==> src/rtl/des_result_collector.sv <==
// Result collector behind the pipelined DES core: tags each block with its run index,
// buffers it in a small registered-output FIFO and tracks target matches and drops.
module des_result_collector #(
  parameter int FIFO_DEPTH = 4,
  parameter int CNT_W      = 32
) (
  input  logic             clk,
  input  logic             rst_n,
  input  logic             arm,
  input  logic [1:64]      target,
  input  logic [CNT_W-1:0] num_blocks,
  input  logic             in_valid,
  input  logic [1:64]      in_data,
  output logic             o_valid,
  input  logic             o_ready,
  output logic [1:64]      o_data,
  output logic [CNT_W-1:0] o_index,
  output logic             busy,
  output logic             done,
  output logic             match_found,
  output logic [CNT_W-1:0] match_index,
  output logic             overflow
);

  localparam int PTR_W = (FIFO_DEPTH > 1) ? $clog2(FIFO_DEPTH) : 1;
  localparam int OCC_W = PTR_W + 1;

  localparam logic [1:0] ST_IDLE = 2'd0;
  localparam logic [1:0] ST_RUN  = 2'd1;
  localparam logic [1:0] ST_DONE = 2'd2;

  localparam logic [OCC_W-1:0] DEPTH_C = OCC_W'(FIFO_DEPTH);
  localparam logic [OCC_W-1:0] OCC_ONE = OCC_W'(1);
  localparam logic [PTR_W-1:0] PTR_ONE = PTR_W'(1);
  localparam logic [CNT_W-1:0] CNT_ONE = CNT_W'(1);

  logic [1:0]       state_r, state_next_s;
  logic [CNT_W-1:0] count_r, num_r, match_index_r;
  logic [1:64]      target_r;
  logic             match_found_r, overflow_r, busy_r, done_r;
  logic [PTR_W-1:0] wr_ptr_r, rd_ptr_r, wr_next_s, rd_next_s;
  logic [OCC_W-1:0] occ_r, occ_next_s;
  logic             o_valid_r;
  logic [1:64]      o_data_r, head_data_s;
  logic [CNT_W-1:0] o_index_r, head_idx_s;
  logic [1:64]      mem_data_r [FIFO_DEPTH];
  logic [CNT_W-1:0] mem_idx_r  [FIFO_DEPTH];

  logic accept_s, pop_s, push_s, full_s, last_s, hit_s;

  assign accept_s = (state_r == ST_RUN) && in_valid && !arm;
  assign pop_s    = o_valid_r && o_ready && !arm;
  assign full_s   = (occ_r == DEPTH_C);
  assign push_s   = accept_s && (!full_s || pop_s);
  assign last_s   = (count_r == (num_r - CNT_ONE));
  assign hit_s    = accept_s && (in_data == target_r) && !match_found_r;

  // Next-state decode for the run control FSM
  always_comb begin
    state_next_s = state_r;
    if (arm) begin
      state_next_s = (num_blocks == '0) ? ST_DONE : ST_RUN;
    end else begin
      case (state_r)
        ST_IDLE: state_next_s = ST_IDLE;
        ST_RUN:  state_next_s = (accept_s && last_s) ? ST_DONE : ST_RUN;
        ST_DONE: state_next_s = ST_DONE;
        default: state_next_s = ST_IDLE;
      endcase
    end
  end

  // FIFO pointer/occupancy update; arm flushes everything
  always_comb begin
    wr_next_s  = wr_ptr_r;
    rd_next_s  = rd_ptr_r;
    occ_next_s = occ_r;
    if (arm) begin
      wr_next_s  = '0;
      rd_next_s  = '0;
      occ_next_s = '0;
    end else begin
      wr_next_s = push_s ? (wr_ptr_r + PTR_ONE) : wr_ptr_r;
      rd_next_s = pop_s  ? (rd_ptr_r + PTR_ONE) : rd_ptr_r;
      if (push_s && !pop_s) begin
        occ_next_s = occ_r + OCC_ONE;
      end else if (pop_s && !push_s) begin
        occ_next_s = occ_r - OCC_ONE;
      end else begin
        occ_next_s = occ_r;
      end
    end
  end

  // Next head entry: the block being written lands at the head only when it becomes the sole entry
  always_comb begin
    head_data_s = mem_data_r[rd_next_s];
    head_idx_s  = mem_idx_r[rd_next_s];
    if (push_s && (wr_ptr_r == rd_next_s)) begin
      head_data_s = in_data;
      head_idx_s  = count_r;
    end else begin
      head_data_s = mem_data_r[rd_next_s];
      head_idx_s  = mem_idx_r[rd_next_s];
    end
  end

  // FIFO storage write
  always_ff @(posedge clk) begin
    if (push_s) begin
      mem_data_r[wr_ptr_r] <= in_data;
      mem_idx_r[wr_ptr_r]  <= count_r;
    end
  end

  // Control, status and registered FIFO head
  always_ff @(posedge clk) begin
    if (rst_n) begin
      state_r       <= ST_IDLE;
      count_r       <= '0;
      num_r         <= '0;
      target_r      <= '0;
      match_found_r <= 1'b0;
      match_index_r <= '0;
      overflow_r    <= 1'b0;
      busy_r        <= 1'b0;
      done_r        <= 1'b0;
      wr_ptr_r      <= '0;
      rd_ptr_r      <= '0;
      occ_r         <= '0;
      o_valid_r     <= 1'b0;
      o_data_r      <= '0;
      o_index_r     <= '0;
    end else begin
      state_r   <= state_next_s;
      busy_r    <= (state_next_s == ST_RUN);
      done_r    <= (state_next_s == ST_DONE);
      wr_ptr_r  <= wr_next_s;
      rd_ptr_r  <= rd_next_s;
      occ_r     <= occ_next_s;
      o_valid_r <= (occ_next_s != '0);
      o_data_r  <= (occ_next_s != '0) ? head_data_s : '0;
      o_index_r <= (occ_next_s != '0) ? head_idx_s  : '0;
      if (arm) begin
        target_r      <= target;
        num_r         <= num_blocks;
        count_r       <= '0;
        match_found_r <= 1'b0;
        match_index_r <= '0;
        overflow_r    <= 1'b0;
      end else if (accept_s) begin
        count_r <= count_r + CNT_ONE;
        if (!push_s) begin
          overflow_r <= 1'b1;
        end
        if (hit_s) begin
          match_found_r <= 1'b1;
          match_index_r <= count_r;
        end
      end
    end
  end

  assign o_valid     = o_valid_r;
  assign o_data      = o_data_r;
  assign o_index     = o_index_r;
  assign busy        = busy_r;
  assign done        = done_r;
  assign match_found = match_found_r;
  assign match_index = match_index_r;
  assign overflow    = overflow_r;

endmodule

==> config.mk <==
export PLATFORM = sky130hd
export DESIGN_NAME = des_result_collector
export DESIGN_NICKNAME = d
export VERILOG_FILES = /design/src/rtl/des_result_collector.sv
export SDC_FILE = /design/constraint.sdc
export NUM_CORES = 1
export LEC_CHECK = 0
export CORE_UTILIZATION = 45
export CTS_BUF_LIST = sky130_fd_sc_hd__clkbuf_8
export DETAILED_ROUTE_END_ITERATION = 6
export DONT_BUFFER_PORTS = 1
export HOLD_SLACK_MARGIN = 0.02
export SYNTH_ARGS = -nofsm -noshare
export SYNTH_HDL_FRONTEND = slang
export SYNTH_SLANG_ARGS = --single-unit
==> constraint.sdc <==
create_clock -name clk -period 7.3 [get_ports clk]
set_clock_uncertainty 0.1 [all_clocks]
set_input_delay 0.365 -clock clk [delete_from_list [all_inputs] [get_ports clk]]
set_output_delay 0.365 -clock clk [all_outputs]
set_load 0.02 [all_outputs]
# ---- Word level (Yosys, flattened, before mapping)
# Memory sizes are Yosys's and may differ from the RTL's. A register that Yosys moved wholly into a read port is not among the register bits.
# Index checks and enable logic that the tools add are counted.
# W data, S select, Z words.
dict set report totals {
  regBits 174
  inputBits 165
  mem_bits_rw 384
  memories 2
  output_inout_bits 133
  word_cells 63
}
# memory depth word_bits read_ports rd_clocked_by_memory_dff wr line_no
set mem_list {}
lappend mem_list {mem_data_r 4 64 1 1 1 46} ;# logic [1:64] mem_data_r [FIFO_DEPTH];
lappend mem_list {mem_idx_r 4 32 1 1 1 47} ;# logic [CNT_W-1:0] mem_idx_r [FIFO_DEPTH];
dict set report classes {
  n_reduce_logical 22
  eq_ne 7
  mux 11
  bitwise_logic 2
  add_sub_neg 6
}
# operator n
set ops {}
lappend ops {{$eq A64 B64 Y1} 1}
lappend ops {{$add A32 B1 Y32 const B} 1}
lappend ops {{$eq A32 B32 Y1} 1}
lappend ops {{$logic_not A32 Y1} 1}
lappend ops {{$sub A32 B1 Y32 const B} 1}
lappend ops {{$logic_and A1 B1 Y1} 10}
lappend ops {{$mux W2} 5}
lappend ops {{$mux W3} 3}
lappend ops {{$logic_not A1 Y1} 5}
lappend ops {{$add A2 B1 Y2 const B} 2}
lappend ops {{$eq A2 B1 Y1 const B} 2}
lappend ops {{$eq A2 B2 Y1 const B} 2}
lappend ops {{$pmux W2 S2} 1}
lappend ops {{$reduce_and A2 Y1} 2}
lappend ops {{$reduce_or A2 Y1} 2}
lappend ops {{$add A3 B1 Y3 const B} 1}
lappend ops {{$eq A3 B3 Y1 const B} 1}
lappend ops {{$reduce_bool A3 Y1} 1}
lappend ops {{$sub A3 B1 Y3 const B} 1}
lappend ops {{$mux W1} 2}
lappend ops {{$not A1 Y1} 2}
lappend ops {{$logic_or A1 B1 Y1} 1}

# ---- Longest topological paths before layout
# Gate-level depths: netlist of the first run.
dict set report depth {
  word_depth 12
  depth_mapped 14
  depth_no_buf 11
}

# ---- Least setup slack after synthesis of the first run
# Ideal clock, no wire load.
dict set report synth_timing {
  path_type {in2reg}
  from {input port arm}
  to {memory mem_data_r[1][0] (netlist bit) (enable)}
  stages 6
  path_buffers 2
  path_slack_ps 3104
  arrival_ps 3630
  setup_ps 466
  t_required_ps 6734
  cell_sequence {buf_2 inv_1 nand3_1 a31oi_1 clkbuf_1 and2_1}
}
dict set report synth_between {
  elab_chain_cells 6
  word_cells_on_any_way 7
  classes_between {mux (2); reduce/logical (5)}
}
# item line_no
set synth_rtl {}
lappend synth_rtl {{start, declared} 9} ;# input logic arm,
lappend synth_rtl {{$logic_not A1 Y1 *} {51, 52}}
lappend synth_rtl {{$logic_and A1 B1 Y1} 52} ;# assign pop_s = o_valid_r && o_ready && !arm;
lappend synth_rtl {{$logic_or A1 B1 Y1} 54} ;# assign push_s = accept_s && (!full_s || pop_s);
lappend synth_rtl {{$logic_and A1 B1 Y1 *} 54}
lappend synth_rtl {{$mux W1 *} 110} ;# if (push_s) begin
lappend synth_rtl {{$mux W1 (implied by the code) *} 111} ;# mem_data_r[wr_ptr_r] <= in_data;
lappend synth_rtl {{end, declared} 46}
# Every way passes the cells marked *; elsewhere a longest branch is shown, timed or not.

# ---- Final worst setup path of the first run
dict set report layout_timing {
  from {input port arm}
  to {register o_data_r, in the netlist o_data[27], read port of mem_data_r}
}
dict set report layout_between {
  elab_chain_cells 12
  word_cells_on_any_way 17
  classes_between {mux (5); bitwise (1); reduce/logical (11)}
}
# item line_no
set layout_rtl {}
lappend layout_rtl {{$logic_not A1 Y1} {51, 52}}
lappend layout_rtl {{$logic_and A1 B1 Y1} 52}
lappend layout_rtl {{$logic_or A1 B1 Y1} 54}
lappend layout_rtl {{$logic_and A1 B1 Y1} 54}
lappend layout_rtl {{$logic_not A1 Y1} n/a}
lappend layout_rtl {{$logic_and A1 B1 Y1} 87} ;# end else if (pop_s && !push_s) begin
lappend layout_rtl {{$mux W3} 87}
lappend layout_rtl {{$mux W3} 85} ;# if (push_s && !pop_s) begin
lappend layout_rtl {{$mux W3} 78} ;# if (arm) begin
lappend layout_rtl {{$reduce_bool A3 Y1} 142} ;# o_data_r <= (occ_next_s != '0) ? head_data_s : '0;
lappend layout_rtl {{$not A1 Y1 (no source line)} n/a}
lappend layout_rtl {{$reduce_or A2 Y1 (no source line)} n/a}
lappend layout_rtl {{end, declared} 44} ;# logic [1:64] o_data_r, head_data_s;
# Parallel ways exist; a longest one is shown, timed or not.
# A chain may end at the register's enable or synchronous reset.

==> implementation parameters, run 1 <==
Parameter                              Value

Status
  Run status    finished clean

Critical path
  Endpoint of the worst-slack reg-to-reg timing path    o_data[27]
  Critical R2R Launch    o_valid
  Crit path cell chain    dlygate4sd3_1 -> inv_1 -> nand3_1 -> a31oi_1 -> nand2_1 -> a211oi_1 -> a311o_1 -> o21a_4 -> buf_4 -> a21oi_1
  Required time of the critical path    around 7.7 ns
  Crit path launch type    input pin
  Start point of the critical path    arm
  Critical path start-end classification    in -> reg
  Maximum fanout encountered on the critical timing path    102
  Worst path top cell family by delay    compound AO/OA/AOI/OAI gates
  Worst Path Arrival    4.76 ns
  Largest stage delay, worst path    0.90 ns
  Crit path capture    o_data[27]
  Number of buffers and inverters on the critical path    3
  Critical Path Sink Type    register
  Crit path depth    10
  R2R setup slack    about 3.2 ns
  Cell type of the slowest stage on the worst timing path    sky130_fd_sc_hd__a31oi_1
  Logic depth of the worst register-to-register path    8

Placed design
  Number of port buffers    0
  Half-perimeter wire length after placement    42380 um
  Worst setup slack before clock tree synthesis    3.160 ns
  Final weighted congestion of routability-driven global placement    0.8839

Global routing
  Met2 global-route usage    43.72%
  Grt ovf    0
  GR met3 Demand/Resource    under 10%
  Met1 Track Usage GR    31.01%
  Largest net degree at the start of global routing    193
  Via count of the first global-routing pass    19062
  Wire length of the first global-routing pass    114000 um
  Gr usage total    25.33%
  Layer carrying the most global-route usage    met2
  Antenna violations before repair    3

Finish
  Net total in the final layout    approximately 2800
  Share of final-layout standard cells stronger than drive strength 1    6.200%
  Synthesis-to-finish area growth    20.03%
  Core utilization of the finished layout    55.18%
  Filler cell count    4860

Floorplan
  Die area    59020 um^2
  Number of rows created at floorplan    87
  Overall die width    around 240 um
  Chip Height    242.9 um
  Core region area    56820 um^2
  Boundary Pins    ~300
  Initial cell density of the core    45.97%

Drt
  Total length of routed wires    74950 um
  Count of nets left with antenna violations after detail routing    0
  Total via count in the routed design    18924
  DRC marker count from the first detailed-route iteration    1314
  Count of TritonRoute iterations in the first routing pass    5
  WL/cell    21.51 um
  Remaining design rule violation count    0
  Vias per std cell    5.430

Yosys
  Sequential fraction of the synthesis area    64.83%
  Number of warning messages in the yosys log    0
  Number of register bits inferred by synthesis    654
  Cell taking the most area after synthesis    sky130_fd_sc_hd__edfxtp_1
  Fraction of synthesized cell area taken by the top area cell type    44.14%
  Mean instance size in the synthesized netlist    10.90 um^2
  Syn nets    2572
  Synth Cell Area    26120 um^2
  Post-synth cell types    64
  Top flip-flop cell by instance count after synthesis    sky130_fd_sc_hd__edfxtp_1
  Cells after Synth    ~2400
  Fraction of registers with async set/reset    0%
  Leading cell types by total area after synthesis    sky130_fd_sc_hd__edfxtp_1 44%, sky130_fd_sc_hd__dfxtp_1 21%, sky130_fd_sc_hd__nand2_1 7.3%, sky130_fd_sc_hd__nand3_1 6.0%, sky130_fd_sc_hd__mux2i_1 4.9%
  Number of enable-type register cells in the synthesized netlist    384

Timing
  Total Neg Setup Slack    0 ns
  Period Utilization, post-route    around 60%
  Setup violation total in the final timing report    0
  Fmax    ~0.23 GHz
  Final worst path period need    between 4 and 5 ns
  Worst Setup Slack, final    2.963 ns
  Worst max-slew margin expressed relative to the limit    26.08%
  Number of max-slew violations in the final report    0
  Final number of hold-violating endpoints    0
  Least-Margin Pin Slew    between 1 and 1.5 ns
  RSZ-0062 raised after global routing    false

Worst hold path
  Hold path startpoint    rst_n
  Hold/Removal Path Class    in -> reg

Clocking
  Cts bufs inserted    108
  Reg clk slew, reported paths    0.06 ns
  Count of H-tree levels built during CTS    3
  Clock tree from TritonCTS    done
  Maximum clock insertion buffer count    3
  Clk sink count    654
  CTS root buf    sky130_fd_sc_hd__clkbuf_8
  Post-CTS Hold Buffers    264
  # resized after CTS    0
  Setup Fix Bufs, Post-CTS    0
  Clock latency reported for the late side of the worst-skew pair    a little under 0.7 ns

Flow run
  Number of max-cap violations    0

Power and ir drop
  Total power density per cell area    238.7 nW/um^2
  Worst supply voltage drop on vdd    0.1661 mV
  Reported leakage power    12.03 nW
## cells in the final DEF, fill, tap and decap left out, types with 3 or more instances in the layout
master,n
sky130_fd_sc_hd__and3_1,11
sky130_fd_sc_hd__o22ai_1,5
sky130_fd_sc_hd__edfxtp_1,384
sky130_fd_sc_hd__nand2_1,510
sky130_fd_sc_hd__bufinv_16,3
sky130_fd_sc_hd__or4_1,5
sky130_fd_sc_hd__o21ai_0,16
sky130_fd_sc_hd__nor4_1,23
sky130_fd_sc_hd__nand4_1,16
sky130_fd_sc_hd__nand3_1,310
sky130_fd_sc_hd__nor2_1,180
sky130_fd_sc_hd__mux2i_1,129
sky130_fd_sc_hd__a21oi_1,114
sky130_fd_sc_hd__and2_1,3
sky130_fd_sc_hd__inv_1,104
sky130_fd_sc_hd__o2bb2ai_1,3
sky130_fd_sc_hd__xnor2_1,73
sky130_fd_sc_hd__clkbuf_8,115
sky130_fd_sc_hd__or3_1,9
sky130_fd_sc_hd__o2111ai_1,4
sky130_fd_sc_hd__nand3b_1,4
sky130_fd_sc_hd__diode_2,3
sky130_fd_sc_hd__xor2_1,45
sky130_fd_sc_hd__buf_4,15
sky130_fd_sc_hd__and2_4,4
sky130_fd_sc_hd__nor4_4,3
sky130_fd_sc_hd__o31ai_1,5
sky130_fd_sc_hd__clkinv_2,12
sky130_fd_sc_hd__ha_1,11
sky130_fd_sc_hd__nor2b_1,9
sky130_fd_sc_hd__a211oi_1,3
sky130_fd_sc_hd__a22o_1,3
sky130_fd_sc_hd__dlygate4sd3_1,263
sky130_fd_sc_hd__dfxtp_1,270
sky130_fd_sc_hd__nor3_1,13
## logic make-up after synthesis
logic type	count (synthesis)	synth area share, %
AOI/OAI and AO/OA	175	3.918
xor gates and xnor gates	118	3.956
adders and majority gates	11	0.5268
buffers and inverters	186	2.716
DFF	654	64.83
muxes	130	4.986
and+or+nand+nor	1122	19.07
## routing by layer
layer  vias up  share of wire (%)  wire length, um
met5         -              0.017               13
met4         2                3.0             2227
met3       129                6.5             4874
met2       597                 50            37370
met1      9344                 41            30470
li1       8852                  -                -
## final cells by class
class                      instances  area [um^2]  share of cell area (%)
clock inverter                    84        416.7                   1.329
clock buffer                     115         1583                   5.048
timing repair buffer             280         2793                   8.906
multi-input combinational       1556         8536                   27.22
inverter                          37        138.9                  0.4429
antenna                            3        7.507                 0.02394
sequential                       654        16940                   54.01
tap                              756        945.9                   3.017
## registers in the layout, indices dropped and copies added (netlist names)
register,flops
busy,1
count_r,32
done,1
match_found,1
match_index,32
mem_data_r,256
mem_idx_r,128
num_r,32
o_data,64
o_index,32
o_valid,1
occ_r,3
overflow,1
rd_ptr_r,2
state_r,2
target_r,64
wr_ptr_r,2
## cell usage after synthesis (all sizes together) (12+ instances only)
| cell | count |
|---|---|
| clkbuf | 135 |
| and3 | 12 |
| edfxtp | 384 |
| a21oi | 114 |
| nor3 | 13 |
| o21ai | 16 |
| nor4 | 26 |
| nand2 | 511 |
| xor2 | 45 |
| nand3 | 311 |
| nand4 | 16 |
| mux2i | 129 |
| inv | 37 |
| xnor2 | 73 |
| dfxtp | 270 |
| buf | 14 |
| nor2 | 182 |
## power by group
group / switching (mW) / internal [mW] / leakage (nW)
registers: 0.0729 / 3.96 / 5.83
logic: 0.239 / 0.230 / 4.92
clock network: 1.44 / 1.55 / 1.28
total: 1.75 / 5.74 / 12.0
## worst min path at each step
stage               slack, ns  depth (start not counted)          endpoint
CTS                      0.04                          2           o_valid
detailed placement       0.35                          1      target_r[44]
floorplan                0.36                          0  mem_idx_r[0][10]
global route             0.06                          2           o_valid
finish                   0.10                          2           o_valid
global placement         0.35                          1      target_r[44]
## through the flow
| step | power [mW] | hold slack (ns) | std cells | cell area (um^2) |
|---|---|---|---|---|
| 2_1_floorplan | 4.322 | 0.3583 | 2396 | 26120 |
| 3_5_place_dp | 4.397 | 0.3479 | 3019 | 26690 |
| 4_1_cts | 7.540 | 0.03590 | 3482 | 31350 |
| 6_report | 7.486 | 0.1032 | 3485 | 31360 |
| 3_3_place_gp | 4.389 | 0.3462 | 3019 | 26690 |
| 5_1_grt | 7.765 | 0.05998 | 3482 | 31350 |
Note: power is estimated with default switching activity, not from simulation.
==> inputs of run 2 (changes only) <==
==> constraint.sdc (replaced) <==
create_clock -name clk -period 4.3 [get_ports clk]
set_clock_uncertainty 0.1 [all_clocks]
set_input_delay 0.215 -clock clk [delete_from_list [all_inputs] [get_ports clk]]
set_output_delay 0.215 -clock clk [all_outputs]
set_load 0.02 [all_outputs]
==> run 2 against run 1 <==
Setup slack worse by 2.4 ns. Critical path depth grew 1. Combinational power increased by 79%. Sequential power rose by 70%. Critical path type is now reg -> reg. Core utilization is 1.2 points higher.
==> implementation parameters, run 2 (synthesis results as in run 1) <==
Parameter                              Value

Finish
  Most frequent standard cell in the layout excluding fill and tap cells    sky130_fd_sc_hd__nand2_1
  Share of final-layout standard cells stronger than drive strength 1    7.030%
  Number of flip-flops under the largest register name    256
  Net total in the final layout    2857
  Register ranked first by flip-flop count    mem_data_r
  Post-route cell area    between 30000 and 40000 um^2
  Largest registers    mem_data_r (256), mem_idx_r (128)
  Synthesis-to-finish area growth    22.55%
  Layout Cells excl Fill    3533
  Top library cells by usage in the layout, fill and taps aside    510 x sky130_fd_sc_hd__nand2_1, 384 x sky130_fd_sc_hd__edfxtp_1, 310 x sky130_fd_sc_hd__nand3_1, 297 x sky130_fd_sc_hd__dlygate4sd3_1, 270 x sky130_fd_sc_hd__dfxtp_1

Drt
  Remaining design rule violation count    0
  DRC marker count from the first detailed-route iteration    ~1400
  WL/cell    21.35 um
  Count of nets left with antenna violations after detail routing    0
  Vias per std cell    approximately 5.4
  Total via count in the routed design    19145
  Count of TritonRoute iterations in the first routing pass    7
  Total length of routed wires    75420 um

Floorplan
  Initial cell density of the core    45.97%
  Boundary Pins    298
  Number of rows created at floorplan    slightly below 90
  Chip Height    242.9 um
  Overall die width    242.9 um
  Core region area    56820 um^2
  Die area    59020 um^2

Clocking
  # resized after CTS    0
  Post-CTS Hold Buffers    around 300
  Reg clk slew, reported paths    ~0.070 ns
  Clk sink count    654
  CTS root buf    sky130_fd_sc_hd__clkbuf_8
  Setup Fix Bufs, Post-CTS    0
  Maximum clock insertion buffer count    3
  Count of H-tree levels built during CTS    3
  Clock latency reported for the late side of the worst-skew pair    0.71 ns
  Cts bufs inserted    between 100 and 150
  Clock tree from TritonCTS    done

Timing
  Total Neg Setup Slack    0 ns
  Least-Margin Pin Slew    1.073 ns
  Number of max-slew violations in the final report    0
  Period Utilization, post-route    86.83%
  Worst max-slew margin expressed relative to the limit    28.44%
  Worst Setup Slack, final    0.5665 ns
  Final number of hold-violating endpoints    0
  Fmax    roughly 0.27 GHz
  Worst hold slack after final layout    0.09903 ns
  Setup violation total in the final timing report    0
  Final worst path period need    3.734 ns
  RSZ-0062 raised after global routing    false

Critical path
  Endpoint of the worst-slack reg-to-reg timing path    match_index[29]
  Cell type of the slowest stage on the worst timing path    sky130_fd_sc_hd__nor4_1
  R2R setup slack    0.57 ns
  Start point of the critical path    state_r[1]
  Worst Path Arrival    between 4 and 5 ns
  Largest stage delay, worst path    0.78 ns
  Critical path start-end classification    reg -> reg
  Logic depth of the worst register-to-register path    11
  Crit path launch type    register
  Critical Path Sink Type    register
  Crit path cell chain    inv_1 -> ha_1 -> and3b_1 -> nand4_1 -> nor4_1 -> nand4_1 -> nor4_1 -> nand4_1 -> buf_4 -> mux2i_1 -> nor2_1
  Critical R2R Launch    state_r[1]
  Required time of the critical path    around 4.8 ns
  Crit path capture    match_index[29]
  CP dominant cell by count    sky130_fd_sc_hd__nand4_1
  Maximum fanout encountered on the critical timing path    33

Placed design
  Placed insts    slightly above 3000
  Half-perimeter wire length after placement    42850 um
  Final weighted congestion of routability-driven global placement    0.8668
  Number of port buffers    0
  Cell area reported after detailed placement    approximately 27000 um^2
  Worst setup slack before clock tree synthesis    0.6238 ns

Worst hold path
  Hold/Removal Path Class    in -> reg

Global routing
  Grt ovf    0
  Met2 global-route usage    42.66%
  Largest net degree at the start of global routing    193
  Antenna violations before repair    0
  Via count of the first global-routing pass    18844
  Met1 Track Usage GR    33.19%
  GR met3 Demand/Resource    5.330%
  Layer carrying the most global-route usage    met2
  Wire length of the first global-routing pass    approximately 120000 um
  Gr usage total    25.55%

Status
  Run status    finished clean

Power and ir drop
  Total power density per cell area    402.2 nW/um^2
  Worst supply voltage drop on vdd    0.3062 mV
  Reported leakage power    12.31 nW

Flow run
  Number of max-cap violations    0
[run 2: layout make-up]
class / count / area, um^2
multi-input cells: 1556 / 8536
flip-flops and latches: 654 / 16940
repair buffers: 326 / 3348
clock buffers: 128 / 1762
inverters: 37 / 138.9
diodes: 3 / 7.507
fillers: 4763 / 24810
clock inverters: 73 / 341.6
well taps: 756 / 945.9
[run 2: how the worst min path moves through the flow]
stage	from	end	slack, ns	cells past startpoint
after floorplan	in_data[64]	mem_data_r[0][0]	0.21	0
after global placement	rst_n	target_r[45]	0.19	1
after detailed placement	rst_n	target_r[52]	0.20	1
after CTS	target[52]	target_r[52]	0.04	3
after global routing	target[52]	target_r[52]	0.09	3
final	target[52]	target_r[52]	0.1	3
[run 2: per-stage QoR]
stage,utilization (%),power (mW)
finish,56.34,12.88
global route,56.33,13.34
CTS,56.33,12.97
detailed placement,47.35,7.474
global placement,47.35,7.464
floorplan,-,7.337
[run 2: power breakdown]
group | total [mW] | internal (mW) | leakage [nW] | switching, mW
clock network | 5.20 | 2.76 | 1.25 | 2.44
registers | 6.84 | 6.72 | 5.83 | 0.123
logic | 0.838 | 0.419 | 5.22 | 0.419
[run 2: critical path: cells and delay by family, from the launching register on]
family / cells / cell delay [ns]
flip-flops: 1 / 0.32
AND/OR/NAND/NOR: 7 / 2.19
multiplexers: 1 / 0.24
buffers and inverters: 2 / 0.39
adder cells (fa/ha/maj): 1 / 0.25
[run 2: per-layer routing]
| metal | routed length (um) | vias up |
|---|---|---|
| li1 | - | 8959 |
| met1 | 31840 | 9358 |
| met2 | 36430 | 697 |
| met3 | 5195 | 131 |
| met4 | 1967 | 0 |
| met5 | 0 | - |
